### config.mk
export PLATFORM = sky130hd
export DESIGN_NAME = vga_fb_arbiter
export DESIGN_NICKNAME = d
export VERILOG_FILES = /design/src/rtl/vga_fb_arbiter.sv
export SDC_FILE = /design/constraint.sdc
export NUM_CORES = 1
export LEC_CHECK = 0
export ABC_CLOCK_PERIOD_IN_PS = 2200
export BUFFER_PORTS_ARGS = -buffer_cell sky130_fd_sc_hd__buf_2
export CORE_MARGIN = 2
export CORE_UTILIZATION = 25
export CTS_CLUSTER_DIAMETER = 200
export DETAILED_ROUTE_END_ITERATION = 10
export GPL_ROUTABILITY_DRIVEN = 0
export SLEW_MARGIN = 20
export SYNTH_ARGS = -nofsm -noshare
export SYNTH_HDL_FRONTEND = slang
export SYNTH_SLANG_ARGS = --single-unit
### constraint.sdc
create_clock -name vga_clk -period 2.2 [get_ports vga_clk]
set_clock_uncertainty 0.2 [all_clocks]
set_input_delay 0.11 -clock vga_clk [delete_from_list [all_inputs] [get_ports vga_clk]]
set_output_delay 0.11 -clock vga_clk [all_outputs]
set_load 0.02 [all_outputs]
### src/rtl/vga_fb_arbiter.sv
// Arbitrates a single-port frame-buffer RAM between VGA display fetch and a pixel writer.
// Display wins during active video; the writer gets a forced slot after STARVE_MAX denials in blanking.
module vga_fb_arbiter #(
  parameter int unsigned ADDR_W     = 17,
  parameter int unsigned DATA_W     = 12,
  parameter int unsigned RD_LAT     = 2,
  parameter int unsigned STARVE_MAX = 8
) (
  input  logic              vga_clk,
  input  logic              sys_rst,
  input  logic              blank,
  input  logic              d_req,
  input  logic [ADDR_W-1:0] d_addr,
  output logic              d_gnt,
  output logic              d_rvalid,
  output logic [DATA_W-1:0] d_rdata,
  input  logic              w_req,
  input  logic [ADDR_W-1:0] w_addr,
  input  logic [DATA_W-1:0] w_data,
  output logic              w_gnt,
  output logic              m_en,
  output logic              m_we,
  output logic [ADDR_W-1:0] m_addr,
  output logic [DATA_W-1:0] m_wdata,
  input  logic [DATA_W-1:0] m_rdata,
  output logic [15:0]       w_stall_cnt
);

  typedef enum logic [1:0] {IDLE, DISP, WR} state_t;

  state_t        state_q, state_d;
  logic [7:0]    starve_q;
  logic          forced_wr;
  logic [RD_LAT:0] rd_pipe;

  always_comb begin
    forced_wr = w_req && d_req && blank && (starve_q == 8'(STARVE_MAX));
    d_gnt     = 1'b0;
    w_gnt     = 1'b0;
    state_d   = IDLE;
    if (!sys_rst) begin
      if (forced_wr)  w_gnt = 1'b1;
      else if (d_req) d_gnt = 1'b1;
      else if (w_req) w_gnt = 1'b1;
    end
    if (d_gnt)      state_d = DISP;
    else if (w_gnt) state_d = WR;
  end

  always_ff @(posedge vga_clk) begin
    if (sys_rst) begin
      state_q     <= IDLE;
      starve_q    <= '0;
      w_stall_cnt <= '0;
      m_addr      <= '0;
      m_wdata     <= '0;
      rd_pipe     <= '0;
    end else begin
      state_q <= state_d;
      if (w_gnt || !w_req)
        starve_q <= '0;
      else if (starve_q != 8'(STARVE_MAX))
        starve_q <= starve_q + 8'd1;
      if (w_req && !w_gnt && (w_stall_cnt != '1))
        w_stall_cnt <= w_stall_cnt + 16'd1;
      if (state_d == DISP)
        m_addr <= d_addr;
      if (state_d == WR) begin
        m_addr  <= w_addr;
        m_wdata <= w_data;
      end
      // Stage 0 marks a read issued next cycle, so stage RD_LAT lines up with m_rdata.
      rd_pipe <= {rd_pipe[RD_LAT-1:0], (state_d == DISP)};
    end
  end

  assign m_en     = (state_q != IDLE);
  assign m_we     = (state_q == WR);
  assign d_rvalid = rd_pipe[RD_LAT];
  assign d_rdata  = m_rdata;

endmodule

==> results of run 1 <==
[worst max-delay path by stage]
| stage | cells after the start | startpoint | slack [ns] | end |
|---|---|---|---|---|
| after CTS | 6 | starve_q[0]$_SDFFE_PP0P_ | 0.008 | w_stall_cnt[11]$_SDFFE_PP0P_ |
| after global placement | 6 | starve_q[0]$_SDFFE_PP0P_ | 0.11 | w_stall_cnt[11]$_SDFFE_PP0P_ |
| final | 6 | starve_q[0]$_SDFFE_PP0P_ | 0.13 | w_stall_cnt[15]$_SDFFE_PP0P_ |
| after detailed placement | 6 | starve_q[0]$_SDFFE_PP0P_ | 0.02 | w_stall_cnt[11]$_SDFFE_PP0P_ |
| after floorplan | 6 | w_stall_cnt[0]$_SDFFE_PP0P_ | 0.03 | w_stall_cnt[6]$_SDFFE_PP0P_ |
| after global routing | 9 | starve_q[1]$_SDFFE_PP0P_ | -0.008 | m_addr[7]$_SDFFE_PP0P_ |
[worst max-delay path, stage by stage (launching register included)]
cell     delay [ns]
dfxtp_2        0.35
inv_1          0.05
ha_1           0.19
nor4b_4        0.14
a41o_4         0.36
nor4_2         0.31
mux2_1         0.34
[Yosys cell counts, drive strengths merged (2+ instances only)]
master | number | area [um2]
o41ai | 3 | 26.3
nor4 | 6 | 43.8
a21oi | 23 | 130
xnor2 | 3 | 26.3
mux2i | 15 | 150
inv | 6 | 22.5
nor2 | 11 | 41.3
dfxtp | 57 | 1140
and4 | 3 | 26.3
mux2 | 4 | 52.6
o31ai | 6 | 45.0
a211oi | 14 | 105
clkbuf | 12 | 45.0
o211ai | 3 | 22.5
xor2 | 4 | 35.0
or3 | 2 | 12.5
nor3 | 17 | 113
buf | 21 | 175
a32oi | 3 | 26.3
nor2b | 7 | 43.8
o311ai | 2 | 17.5
ha | 3 | 37.5
o21ai | 15 | 78.8
nand4 | 9 | 62.6
or4 | 7 | 53.8
nand3 | 24 | 120
or2 | 3 | 18.8
nand2 | 7 | 33.8
a31oi | 2 | 12.5
and3 | 3 | 20.0
[report_power, final]
group	switching, mW	leakage, nW	internal, mW
Combinational	0.212	1.19	0.188
Sequential	0.0223	0.466	1.08
Clock	0.432	0.134	0.832
[layer usage]
layer  global-route usage (%)  up-vias  wire (um)
li1                         -     1412          -
met1                     16.8     1388       3940
met2                     24.2       88       4290
met3                     4.56       20        418
met4                     6.83        0        284
met5                        0        -          0
[flip-flops by register name, indices dropped and copies added, names as in the netlist]
register	count
m_wdata	12
m_addr	17
state_q	2
rd_pipe	2
w_stall_cnt	16
starve_q	8
[kinds of logic after synthesis]
group	share of synthesized area (%)
muxes	7.14
adders and majority gates	1.32
buffers and inverters	8.55
DFF	40.2
xor gates and xnor gates	2.16
AOI/OAI and AO/OA	18.1
and+or+nand+nor	22.5
[cell type report]
type / count / area (um2) / share of cell area (%)
clock buffers: 13 / 270 / 6.45
multi-input cells: 207 / 1480 / 35.3
well taps: 140 / 175 / 4.18
repair buffers: 164 / 1100 / 26.2
flip-flops and latches: 57 / 1140 / 27.3
inverters: 6 / 22.5 / 0.538
[stage by stage]
| step | std cells | utilization, % | instance area [um2] |
|---|---|---|---|
| after global routing | 587 | 38.1 | 4190 |
| final | 587 | 38.1 | 4190 |
| after global placement | 523 | 30.9 | 3390 |
| after detailed placement | 523 | 30.9 | 3390 |
| after floorplan | 303 | - | 2840 |
| after CTS | 586 | 37.8 | 4150 |
[what timing repair did]
item                                    in CTS  in global routing
hold endpoints to repair                    29                  0
pin swaps                                    1                  1
endpoints found under the setup margin       1                 16
setup buffers                                4                  1
resized for setup                            0                  7
hold buffers                                46                  0
==> impl_metrics.yaml, run 1 <==
status:
  outcome: "completed"
synth:
  synth.distinct_cells: 54
  synth_seq_area_share_pct: 40.2
  syn_inst: 303
  synth_area_um2: 2840
  ys.flop_type: "dfxtp_1"
  syn_nets: 369
  synth_edf_count: 0
  ys.warnings.count: 0
  synth-seq-cells: 57
  avgSynthCellArea_um2: 9.37
  synthArstFlopShare_pct: 0
clock_network:
  path_clk_slew_ns: 0.05
  cts.sinks: 57
  htree_num_levels: 3
  root_buffer: "clkbuf_16"
  cts_tree: "done"
  worstSkewPairLatency_ns: 0.32
  cts_buffers: 9
  clk_path_buf_depth: 2
routing:
  antenna_left: 0
  via_count: 2908
  drt_first_pass_iters: 4
  vias_per_cell: 4.95
  wirelength_um: 8940
  wl_per_cell_um: 15.2
  drt_iter0_drc: 146
  drc_errors: 0
global_route:
  antenna_found_initial: 0
  grt_max_degree: 40
  grt_overflow: 0
  grt_pass1_vias: 2953
  grt_first_pass_wirelength_um: 14500
  grt_use_total_pct: 14.5
cells_and_area:
  mostFrequentLayoutCells: "99 x buf_2, 56 x dfxtp_1, 46 x dlygate4sd3_1, 24 x nand3_1"
  diodes: 0
  areaGrowthSynthToFinish_pct: 47.6
  drive_gt1_share_pct: 35.3
  final_common_cell: "buf_2"
  fillers: 1083
  fin_nets: 511
worst_setup_path:
  cp-start-kind: "flip-flop"
  path_class: "reg2reg"
  rr_worst_depth: 6
  endpoint_kind: "flip-flop"
  cp.arrival_ns: 2.07
  r2r-end: "w_stall_cnt[15]$_SDFFE_PP0P_"
  worst-endpoint-required_ns: 2.20
  rrSetupSlack_ns: 0.13
  cp_max_fo: 28
  reg2reg_from: "starve_q[0]$_SDFFE_PP0P_"
power_and_ir_drop:
  peakVddDrop_mv: 0.429
  pwr_density_cell_nw_per_um2: 660
  power.leakage_nw: 1.79
  fin_total_pwr_mw: 2.76
floorplanning:
  rows: 38
  die-area_um2: 12200
  core_area_um2: 11000
  io_pins: 125
  die_height_um: 111
  die-width_um: 111
  start_util_pct: 25.8
sta:
  fin_setup_tns_ns: 0
  drv_slew: 0
  fin_crit_sh_pct: 94.2
  fin_hold_ws_ns: 0.0200
  finalSetupViolCount: 0
  setup_ws_ns: 0.127
  min_period_ns: 2.07
  final_hold_viol_count: 0
  slew_headroom_pct: 70.4
  tightest_slew_ns: 0.444
  fmax_mhz: 482
  rsz0062_at_grt: "yes"
min_path:
  hold_class: "in2out"
  min-delay-start: "m_rdata[11]"
  min_to: "d_rdata[11]"
  worst_hold_path.num_cells: 0
placement:
  dp_worst_setup_slack_ns: 0.0171
  port_buffers: 100
  place_hpwl_um: 5420
job:
  drv_cap: 0
Power figures use the tool's default switching activity.
==> inputs of run 2 (changes only) <==
Settings changed: BUFFER_PORTS_ARGS -buffer_cell sky130_fd_sc_hd__buf_2 to -buffer_cell sky130_fd_sc_hd__buf_4, CORE_MARGIN 2 to 8.
==> impl_metrics.yaml, run 2 (synthesis gave the netlist of run 1 again) <==
status:
  outcome: "completed"
worst_setup_path:
  reg2reg_from: "starve_q[0]$_SDFFE_PP0P_"
  cp-start-kind: "flip-flop"
  path_class: "reg2reg"
  r2r-end: "w_stall_cnt[8]$_SDFFE_PP0P_"
  slowest_stage: "or4_2"
  cp_slowest_stage_delay_ns: 0.63
  endpoint_kind: "flip-flop"
  rr_worst_depth: 6
  cp_max_fo: 26
  path_delay_family: "simple AND/OR/NAND/NOR gates"
  rrSetupSlack_ns: 0.10
  crit_start: "starve_q[0]$_SDFFE_PP0P_"
  cp_num_buf_inv: 1
  worst-endpoint-required_ns: 2.26
  cp_cell_sequence: "inv_1, ha_1, nor4b_4, a41o_4, or4_2, nand2_1"
  cp.arrival_ns: 2.16
floorplanning:
  die-width_um: 123
  die_height_um: 123
  core_area_um2: 11300
  start_util_pct: 25.2
  rows: 39
  io_pins: 125
  die-area_um2: 15000
routing:
  drt_first_pass_iters: 4
  wl_per_cell_um: 15.6
  vias_per_cell: 4.89
  antenna_left: 0
  drc_errors: 0
  wirelength_um: 9230
  drt_iter0_drc: 156
  via_count: 2885
power_and_ir_drop:
  pwr_density_cell_nw_per_um2: 647
  p_int_mw: 2.17
  fin_total_pwr_mw: 2.87
  peakVddDrop_mv: 0.389
  power.switching_mw: 0.703
  netSwitchingFraction_pct: 24.5
  comb_power_share_pct: 15.3
  power.leakage_nw: 1.84
  power_frac_clock_pct: 46.4
  seq_power_share_pct: 38.4
global_route:
  grt_max_degree: 31
  grt_overflow: 0
  antenna_found_initial: 0
  grt_first_pass_wirelength_um: 15100
  grt_pass1_vias: 2987
  grt_use_total_pct: 12.3
placement:
  place_hpwl_um: 6020
  dp_worst_setup_slack_ns: 0.0887
  port_buffers: 100
cells_and_area:
  final_common_cell: "buf_4"
  mostFrequentLayoutCells: "116 x buf_4, 57 x dfxtp_1, 46 x dlygate4sd3_1, 24 x nand3_1, 19 x a21oi_1"
  drive_gt1_share_pct: 34.7
  regMostFlops: "m_addr"
  seq_area_um2: 1140
  top_regs: "m_addr x17, w_stall_cnt x16, m_wdata x12"
  diodes: 0
  fillers: 1076
  multiInputGateArea_um2: 1480
  fin_nets: 509
  largest_reg_flops: 17
  areaGrowthSynthToFinish_pct: 56.2
sta:
  fmax_mhz: 477
  drv_slew: 0
  tightest_slew_ns: 0.380
  fin_setup_tns_ns: 0
  min_period_ns: 2.10
  slew_headroom_pct: 74.6
  finalSetupViolCount: 0
  setup_ws_ns: 0.104
  rsz0062_at_grt: "yes"
  final_hold_viol_count: 0
  fin_crit_sh_pct: 95.3
clock_network:
  clk_path_buf_depth: 2
  worstSkewPairLatency_ns: 0.31
  cts.sinks: 57
  path_clk_slew_ns: 0.05
  htree_num_levels: 3
  cts_buffers: 9
  root_buffer: "clkbuf_16"
  cts_tree: "done"
min_path:
  hold_class: "in2out"
  worst_hold_path.num_cells: 0
  min_to: "d_rdata[8]"
  min-delay-start: "m_rdata[8]"
job:
  drv_cap: 0
run 2: cell count changes in the layout (fill, tap and decap cells not counted), moves of 3 or more:
cell | before | now
clkbuf_8 | 3 | 0
buf_2 | 99 | 0
clkinv_2 | 0 | 3
buf_4 | 19 | 116
run 2: worst max path at each step:
stage                                   end  slack [ns]  cells after the start
6_report        w_stall_cnt[8]$_SDFFE_PP0P_        0.10                      6
2_1_floorplan   w_stall_cnt[6]$_SDFFE_PP0P_        0.03                      6
3_5_place_dp   w_stall_cnt[15]$_SDFFE_PP0P_        0.09                      6
4_1_cts                               d_gnt        0.03                      6
5_1_grt        w_stall_cnt[15]$_SDFFE_PP0P_       0.004                      6
3_3_place_gp   w_stall_cnt[15]$_SDFFE_PP0P_        0.10                      6
run 2: final cells by class:
class                      instances  share of cell area [%]
tap                              143                    4.04
clock buffer                      11                    5.25
sequential                        57                    25.7
inverter                           6                   0.508
multi-input combinational        207                    33.4
timing repair buffer             162                    30.0
clock inverter                     4                    1.02
run 2: metal layers:
metal / global-route usage [%] / part of all wire (%) / up-vias
met1: 13.9 / 43 / 1388
li1: - / - / 1407
met4: 3.81 / 1.3 / 0
met2: 21.1 / 50 / 76
met5: 0 / 0 / -
met3: 4.78 / 6.5 / 14
run 2: power groups by stage:
stage / sequential (mW) / combinational (mW) / clock [mW]
after floorplan: 1.16 / 0.181 / 0
after global placement: 1.12 / 0.362 / 0
after detailed placement: 1.12 / 0.368 / 0
after CTS: 1.10 / 0.435 / 1.37
after global routing: 1.10 / 0.470 / 1.42
final: 1.10 / 0.438 / 1.33
run 2: stage by stage:
step | hold slack (ns) | cell area [um2] | instances | utilization (%)
CTS | 0.0201 | 4410 | 590 | 39.1
detailed placement | 0.0201 | 3660 | 528 | 32.5
global placement | 0.0201 | 3660 | 528 | 32.5
global route | 0.0200 | 4430 | 590 | 39.3
floorplan | 0.0577 | 2840 | 303 | -
finish | 0.0200 | 4430 | 590 | 39.3
run 2: timing repair:
item / CTS / global route
pin swaps: 1 / 0
gates resized for setup: 0 / 5
gates cloned: 0 / 0
endpoints found under the hold margin: 29 / 0
setup endpoints to repair: 1 / 4
setup buffers: 1 / 0
hold buffers: 46 / 0
run 2: worst reg2reg max path, stage by stage, from the launching register on:
cell	delay (ns)
dfxtp_1	0.37
inv_1	0.06
ha_1	0.19
nor4b_4	0.13
a41o_4	0.37
or4_2	0.65
nand2_1	0.08
==> inputs of run 3 (changes only) <==
--- a/config.mk
+++ b/config.mk
@@ -13,4 +13,5 @@
 export DETAILED_ROUTE_END_ITERATION = 10
 export GPL_ROUTABILITY_DRIVEN = 0
+export REMOVE_ABC_BUFFERS = 1
 export SLEW_MARGIN = 20
 export SYNTH_ARGS = -nofsm -noshare
==> constraint.sdc (replaced) <==
create_clock -name vga_clk -period 2.2 [get_ports vga_clk]
set_clock_uncertainty 0.2 [all_clocks]
set_input_delay 0.44 -clock vga_clk [delete_from_list [all_inputs] [get_ports vga_clk]]
set_output_delay 0.44 -clock vga_clk [all_outputs]
set_load 0.02 [all_outputs]
==> impl_metrics.yaml, run 3 (synthesis gave the netlist of run 1 again) <==
cells_and_area:
  final_common_cell: "buf_4"
  finalInstanceArea_um2: 4130
  largest_reg_flops: 17
  top_regs: "m_addr x17, w_stall_cnt x16, m_wdata x12"
  fin_nets: 470
  areaGrowthSynthToFinish_pct: 45.4
  drive_gt1_share_pct: 41.3
  regMostFlops: "m_addr"
  fillers: 1124
  diodes: 0
  mostFrequentLayoutCells: "120 x buf_4, 55 x dfxtp_1, 24 x nand3_1, 19 x a21oi_1, 15 x mux2i_1"
  finalNonFillerCells: 552
min_path:
  min_to: "m_wdata[2]$_SDFFE_PP0N_"
  worst_hold_path.num_cells: 3
  hold_class: "in2reg"
  min-delay-start: "w_data[2]"
routing:
  vias_per_cell: 4.98
  drt_iter0_drc: 190
  drt_first_pass_iters: 4
  drc_errors: 0
  wl_per_cell_um: 16.2
  wirelength_um: 8930
  antenna_left: 0
  via_count: 2749
status:
  outcome: "finished, violations left"
  violations: "negative setup slack"
worst_setup_path:
  cp_cell_sequence: "inv_2, ha_4, nor4b_4, a21bo_1, nand2_4, nor2_4, buf_6"
  cp_slowest_stage_delay_ns: 0.32
  cp.arrival_ns: 1.56
  reg2reg_from: "starve_q[0]$_SDFFE_PP0P_"
  cp-start-kind: "flip-flop"
  rrSetupSlack_ns: 0.10
  path_class: "reg2out"
  path_delay_family: "simple AND/OR/NAND/NOR gates"
  endpoint_kind: "output port"
  r2r-end: "w_stall_cnt[2]$_SDFFE_PP0P_"
  slowest_stage: "dfxtp_2"
  rr_worst_depth: 8
  cp_max_fo: 3
  worst-endpoint-required_ns: 1.56
  cp_num_buf_inv: 2
floorplanning:
  die-area_um2: 15000
  core_area_um2: 11300
  die-width_um: 123
  die_height_um: 123
  io_pins: 125
  start_util_pct: 25.2
  rows: 39
clock_network:
  cts_tree: "done"
  ctsHoldBuffers: 0
  worstSkewPairLatency_ns: 0.33
  root_buffer: "clkbuf_16"
  htree_num_levels: 3
  cts.sinks: 57
  clk_path_buf_depth: 2
  path_clk_slew_ns: 0.06
  cts_buffers: 9
placement:
  placed_cells: 531
  place_hpwl_um: 6490
  placed_cell_area_um2: 3700
  port_buffers: 100
power_and_ir_drop:
  pwr_density_cell_nw_per_um2: 756
  power.leakage_nw: 1.72
  fin_total_pwr_mw: 3.12
  peakVddDrop_mv: 0.420
sta:
  finalSetupViolCount: 1
  setup_ws_ns: -0.00205
  rsz0062_at_grt: "yes"
  fin_crit_sh_pct: 100
  fin_setup_tns_ns: -0.00205
  drv_slew: 0
  fmax_mhz: 454
  final_hold_viol_count: 0
  tightest_slew_ns: 0.367
  min_period_ns: 2.20
  slew_headroom_pct: 75.6
global_route:
  grt_overflow: 0
  grt_max_degree: 32
  grt_first_pass_wirelength_um: 14100
  antenna_found_initial: 0
  grt_use_total_pct: 11.8
  grt_pass1_vias: 2687
job:
  drv_cap: 0
[run 3: worst max-delay path by stage]
stage	startpoint	end	slack, ns	cells past startpoint
2_1_floorplan	w_stall_cnt[0]$_SDFFE_PP0P_	w_stall_cnt[6]$_SDFFE_PP0P_	-0.23	5
3_3_place_gp	starve_q[0]$_SDFFE_PP0P_	w_stall_cnt[3]$_SDFFE_PP0P_	0.10	7
3_5_place_dp	starve_q[0]$_SDFFE_PP0P_	w_stall_cnt[2]$_SDFFE_PP0P_	0.07	7
4_1_cts	starve_q[1]$_SDFFE_PP0P_	w_gnt	-0.06	7
5_1_grt	starve_q[1]$_SDFFE_PP0P_	w_gnt	-0.10	7
6_report	starve_q[1]$_SDFFE_PP0P_	w_gnt	-0.002	7
[run 3: layout make-up]
class                      instances  area (um2)  share of cell area (%)
sequential                        57        1140                    27.7
timing repair buffer             123         943                    22.8
tap                              143         179                    4.33
multi-input combinational        207        1490                    36.1
clock inverter                     7         125                    3.03
inverter                           6        22.5                   0.545
clock buffer                       9         225                    5.45
[run 3: metal layers]
metal	wire, um	GRT usage (%)	vias up
met3	548	3.50	11
met5	0	0	-
met4	176	5.79	0
met2	4420	18.9	88
met1	3780	14.3	1315
li1	-	-	1335
[run 3: tightest hold or removal path: cells and delay by family]
| family | cells | cell delay, ns |
|---|---|---|
| compound gates | 1 | 0.05 |
| simple gates | 1 | 0.05 |
| buf+inv | 1 | 0.11 |
[run 3: through the flow]
stage                     setup WS (ns)  utilization (%)  hold slack [ns]
after floorplan                  -0.230                -            0.214
after global placement            0.103             32.8            0.222
after detailed placement         0.0734             32.8            0.224
after CTS                       -0.0559             36.6            0.159
after global routing             -0.102             36.6            0.160
final                          -0.00205             36.6            0.171
[run 3: report_power, final]
| group | internal [mW] | switching (mW) |
|---|---|---|
| sequential | 1.07 | 0.0236 |
| combinational | 0.184 | 0.201 |
| clock | 1.12 | 0.520 |
[run 3: repair_timing]
action / CTS / global route
resized for setup: 11 / 1
pin swaps: 4 / 3
setup buffers: 5 / 0
endpoints found under the setup margin: 2 / 4
